===== config.mk =====
export PLATFORM = sky130hd
export DESIGN_NAME = conv_mult_sequencer
export DESIGN_NICKNAME = d
export VERILOG_FILES = /design/src/rtl/conv_mult_sequencer.sv
export SDC_FILE = /design/constraint.sdc
export NUM_CORES = 1
export LEC_CHECK = 0
export BUFFER_PORTS_ARGS = -buffer_cell sky130_fd_sc_hd__buf_2
export CELL_PAD_IN_SITES_DETAIL_PLACEMENT = 1
export CELL_PAD_IN_SITES_GLOBAL_PLACEMENT = 1
export CORE_MARGIN = 5
export CORE_UTILIZATION = 33
export CTS_CLUSTER_SIZE = 24
export DETAILED_ROUTE_END_ITERATION = 8
export GPL_TIMING_DRIVEN = 0
export HOLD_SLACK_MARGIN = 0.12
export PLACE_DENSITY_LB_ADDON = 0.1
export SYNTH_ARGS = -nofsm -noshare
export SYNTH_HDL_FRONTEND = slang
export SYNTH_SLANG_ARGS = --single-unit
export TNS_END_PERCENT = 30

===== constraint.sdc =====
create_clock -name clk -period 5.3 [get_ports clk]
set_input_delay 0.795 -clock clk [delete_from_list [all_inputs] [get_ports clk]]
set_output_delay 0.795 -clock clk [all_outputs]
set_load 0.005 [all_outputs]

===== src/rtl/conv_mult_sequencer.sv =====
// Control sequencer for one convolution layer pass over the 16x27 multiplier array.
// Loads weights per filter group, then fetches/starts/waits/emits for every output pixel.
module conv_mult_sequencer #(
   parameter int PIX_W = 16,
   parameter int GRP_W = 6
) (
   input  logic             clk,
   input  logic             rst,
   input  logic             cfg_start,
   input  logic [PIX_W-1:0] cfg_num_pix,
   input  logic [GRP_W-1:0] cfg_num_grp,
   input  logic             cfg_abort,
   output logic             busy,
   output logic             done,
   output logic             w_req,
   output logic [GRP_W-1:0] w_grp,
   input  logic             w_ack,
   output logic             win_req,
   output logic [PIX_W-1:0] win_pix,
   input  logic             win_ack,
   output logic             mult_start,
   input  logic             mult_valid,
   output logic             res_valid,
   input  logic             res_ready,
   output logic [PIX_W-1:0] res_pix,
   output logic [GRP_W-1:0] res_grp
);

   typedef enum logic [2:0] {
      IDLE,
      LOAD_W,
      FETCH,
      START,
      WAIT,
      EMIT
   } state_t;

   state_t           state_reg, state_next;
   logic [PIX_W-1:0] pix_reg, pix_next;
   logic [GRP_W-1:0] grp_reg, grp_next;
   logic [PIX_W-1:0] num_pix_reg, num_pix_next;
   logic [GRP_W-1:0] num_grp_reg, num_grp_next;
   logic             done_reg, done_next;
   logic             last_pix;
   logic             last_grp;

   assign last_pix = (pix_reg == num_pix_reg - PIX_W'(1));
   assign last_grp = (grp_reg == num_grp_reg - GRP_W'(1));

   always_ff @(posedge clk) begin
      if (rst) begin
         state_reg   <= IDLE;
         pix_reg     <= '0;
         grp_reg     <= '0;
         num_pix_reg <= '0;
         num_grp_reg <= '0;
         done_reg    <= 1'b0;
      end else begin
         state_reg   <= state_next;
         pix_reg     <= pix_next;
         grp_reg     <= grp_next;
         num_pix_reg <= num_pix_next;
         num_grp_reg <= num_grp_next;
         done_reg    <= done_next;
      end
   end

   always_comb begin
      state_next   = state_reg;
      pix_next     = pix_reg;
      grp_next     = grp_reg;
      num_pix_next = num_pix_reg;
      num_grp_next = num_grp_reg;
      done_next    = 1'b0;

      // Abort outranks any handshake completing in the same cycle.
      if (state_reg != IDLE && cfg_abort) begin
         state_next = IDLE;
      end else begin
         case (state_reg)
            IDLE: begin
               if (cfg_start) begin
                  num_pix_next = cfg_num_pix;
                  num_grp_next = cfg_num_grp;
                  pix_next     = '0;
                  grp_next     = '0;
                  if (cfg_num_pix == '0 || cfg_num_grp == '0) begin
                     done_next = 1'b1;
                  end else begin
                     state_next = LOAD_W;
                  end
               end
            end
            LOAD_W: if (w_ack) state_next = FETCH;
            FETCH:  if (win_ack) state_next = START;
            START:  state_next = WAIT;
            WAIT:   if (mult_valid) state_next = EMIT;
            EMIT: begin
               if (res_ready) begin
                  if (!last_pix) begin
                     pix_next   = pix_reg + PIX_W'(1);
                     state_next = FETCH;
                  end else if (!last_grp) begin
                     pix_next   = '0;
                     grp_next   = grp_reg + GRP_W'(1);
                     state_next = LOAD_W;
                  end else begin
                     state_next = IDLE;
                     done_next  = 1'b1;
                  end
               end
            end
            default: state_next = IDLE;
         endcase
      end
   end

   assign busy       = (state_reg != IDLE);
   assign done       = done_reg;
   assign w_req      = (state_reg == LOAD_W);
   assign win_req    = (state_reg == FETCH);
   assign mult_start = (state_reg == START);
   assign res_valid  = (state_reg == EMIT);
   assign w_grp      = grp_reg;
   assign win_pix    = pix_reg;
   assign res_pix    = pix_reg;
   assign res_grp    = grp_reg;

endmodule


==> metrics.cfg <==
[sta]
max_freq_mhz=263
rsz0062_at_grt=false
tightestPinTransition_ns=0.763
hold_viol_final=0
clock_skew_ns=0.00672
setup_viol=0
finalCritPeriodShare=0.717
fin_tns_setup_ns=0
final-max-slew-violation-count=0
slew_headroom=0.491
fin_crit_ns=3.80

[yosys]
synth_fp_nets=441
synth.yosys.warnings=0
synth_area_per_cell_um2=7.74
ys_types=54
ys_seq_area_frac=0.305
async_flop_share=0
syn_area_mm2=0.00315
netlist_instances=407
ys_ff_latch=48
synth_edf_count=0
synthFlopType=dfxtp_1

[power]
power_density_mw_per_mm2=365
power.leakage_nw=1.61
vdd_drop_max_uv=141

[die]
core.rowCount=35
dieArea_mm2=0.0116
coreArea_mm2=0.00928
start_util=0.339
die_y_um=108
fp.dieW_um=108
io_pins=80

[clock_network]
cts_tree=built
cts_resized=0
path_clk_slew_ns=0.10
htree_levels=2
clock_sinks=48
cts_root_buf=clkbuf_8
numCtsBuffers=5
post_cts_buffers=0
holdBufCountCts=0
clock_latency_ns=0.30
cts_buffer_depth=2

[route]
wl_per_cell_um=16.3
dr.pass1.iters=4
vias=3252
drt_iter0_drc=71
dr.max_layer_used=met4
route.detailed.drc=0
met1Wirelength_um=4540
wl_met2_um=5200
route.met3.wl_um=328
drt-total-wl_um=10100
via_per_inst=5.22
drtAntennaViolNets=0

[global_route]
grt_pass1_wl_um=16800
grt_pass1_vias=3351
track_usage=0.178
antenna_found_initial=0
grt_overflow=0
grt_max_degree=15

[critical_path]
startpoint=num_pix_reg[5]
cp_max_fo=10
setup.worst_path.end_class=register
worstPathRequired_ns=5.50
cpLargestDelayFamily=simple AND/OR/NAND/NOR gates
arrival_ns=4.00
worstReg2RegStart=num_pix_reg[5]
slowest_stage=or4_4
path_buf_inv=3
start_kind=register
crit_chain=clkbuf_1 -> or4_4 -> nor4_1 -> xnor2_1 -> or3b_2 -> a2111oi_4 -> a31oi_2 -> buf_6 -> o21bai_2 -> buf_2 -> nor2_1
worstSetupPathType=register to register
max_stage_delay_ns=0.60

[worst_hold_path]
hp-class=register to register
hp-start=num_pix_reg[15]

[placed_design]
io_buffers=79
dp_hpwl_um=7920
gp_congestion=0.761

[cells_and_area]
utilization=0.413
n_fill_cell=1196
area_growth_pct=21.7
drive_gt1_frac=0.261
diodes=0
fin_nets=527

[status]
outcome=completed

[run]
maxCapViolCount=0

[synth_stat cells, types with 2 or more instances]
master / number / area [um^2]
o22a_1: 3 / 26.3
o21ai_0: 18 / 90.1
nand3b_1: 4 / 30.0
or3_1: 11 / 68.8
nand2b_1: 4 / 25.0
a21oi_1: 49 / 245
nand2_1: 57 / 214
and3_1: 6 / 37.5
xnor2_1: 22 / 193
nor4_1: 9 / 56.3
nor2_1: 22 / 82.6
buf_2: 5 / 25.0
ha_1: 4 / 50.1
o31ai_1: 7 / 52.6
nand4b_1: 3 / 26.3
nand3_1: 11 / 55.1
nor3_1: 6 / 30.0
o211ai_1: 3 / 22.5
dfxtp_1: 48 / 961
or4b_2: 2 / 20.0
o311ai_0: 2 / 17.5
o22ai_1: 3 / 18.8
buf_4: 22 / 165
clkbuf_1: 17 / 63.8
or4_1: 11 / 82.6
and4_1: 2 / 17.5
nand4_1: 9 / 56.3
a31oi_1: 2 / 12.5
xor2_1: 11 / 96.3
or3b_2: 2 / 17.5
inv_1: 8 / 30.0
a2111oi_0: 2 / 17.5
[tightest hold or removal path, stage by stage, from the launching register on]
cell and delay (ns):
dfxtp_1 0.33, nand2_1 0.06, a21oi_1 0.05
[metal layers]
| layer | up-vias | track usage |
|---|---|---|
| met5 | - | 0 |
| met3 | 6 | 0.0276 |
| met2 | 50 | 0.325 |
| li1 | 1624 | - |
| met1 | 1572 | 0.222 |
| met4 | 0 | 0.0325 |
[layout make-up]
| cell class | instances | area (um^2) | area share |
|---|---|---|---|
| multi-input combinational | 306 | 1900 | 0.494 |
| clock inverter | 1 | 30.0 | 0.00783 |
| sequential | 48 | 961 | 0.251 |
| clock buffer | 7 | 96.3 | 0.0251 |
| buffer | 45 | 265 | 0.0692 |
| tap | 129 | 161 | 0.0421 |
| inverter | 8 | 30.0 | 0.00783 |
| timing repair buffer | 79 | 395 | 0.103 |
[final timing paths]
kind / slack (ns) / cells after the start / end
hold / removal: 0.48 / 2 / num_pix_reg[15]
setup reg to reg: 1.50 / 11 / res_pix[9]
hold reg to reg: 0.48 / 2 / num_pix_reg[15]
setup / recovery: 1.50 / 11 / res_pix[9]
[cells in the final DEF (no fill, tap or decap), drive strengths merged, types with 7 or more instances in the layout]
cell,n
buf,107
nand2,57
a21oi,49
dfxtp,48
clkbuf,24
nor2,22
xnor2,22
o21ai,18
or4,12
xor2,11
nand3,11
or3,11
nor4,9
nand4,9
inv,8
o31ai,7
nor3,7
and3,7
[logic make-up (layout without fill, tap and decap cells)]
family | Yosys count | after routing | synth area share
compound gates | 99 | 99 | 0.195
xor+xnor | 34 | 34 | 0.0988
fa+ha+maj | 4 | 4 | 0.0159
buf+inv | 53 | 140 | 0.0937
flops | 48 | 48 | 0.305
simple gates | 169 | 169 | 0.292
[stage by stage]
| stage | setup WS, ns | instances | instance area (um^2) | power [mW] | hold WS, ns |
|---|---|---|---|---|---|
| 2_1_floorplan | 2.12 | 407 | 3150 | 0.930 | 0.448 |
| 3_3_place_gp | 1.49 | 615 | 3710 | 1.09 | 0.466 |
| 3_5_place_dp | 1.44 | 615 | 3710 | 1.11 | 0.470 |
| 4_1_cts | 1.44 | 623 | 3830 | 1.41 | 0.483 |
| 5_1_grt | 1.25 | 623 | 3830 | 1.51 | 0.500 |
| 6_report | 1.50 | 623 | 3830 | 1.40 | 0.480 |
[power breakdown]
part / internal (mW) / switching [mW]
clock network: 0.167 / 0.134
logic: 0.256 / 0.386
registers: 0.405 / 0.0515
Note: power is estimated with default switching activity, not from simulation.
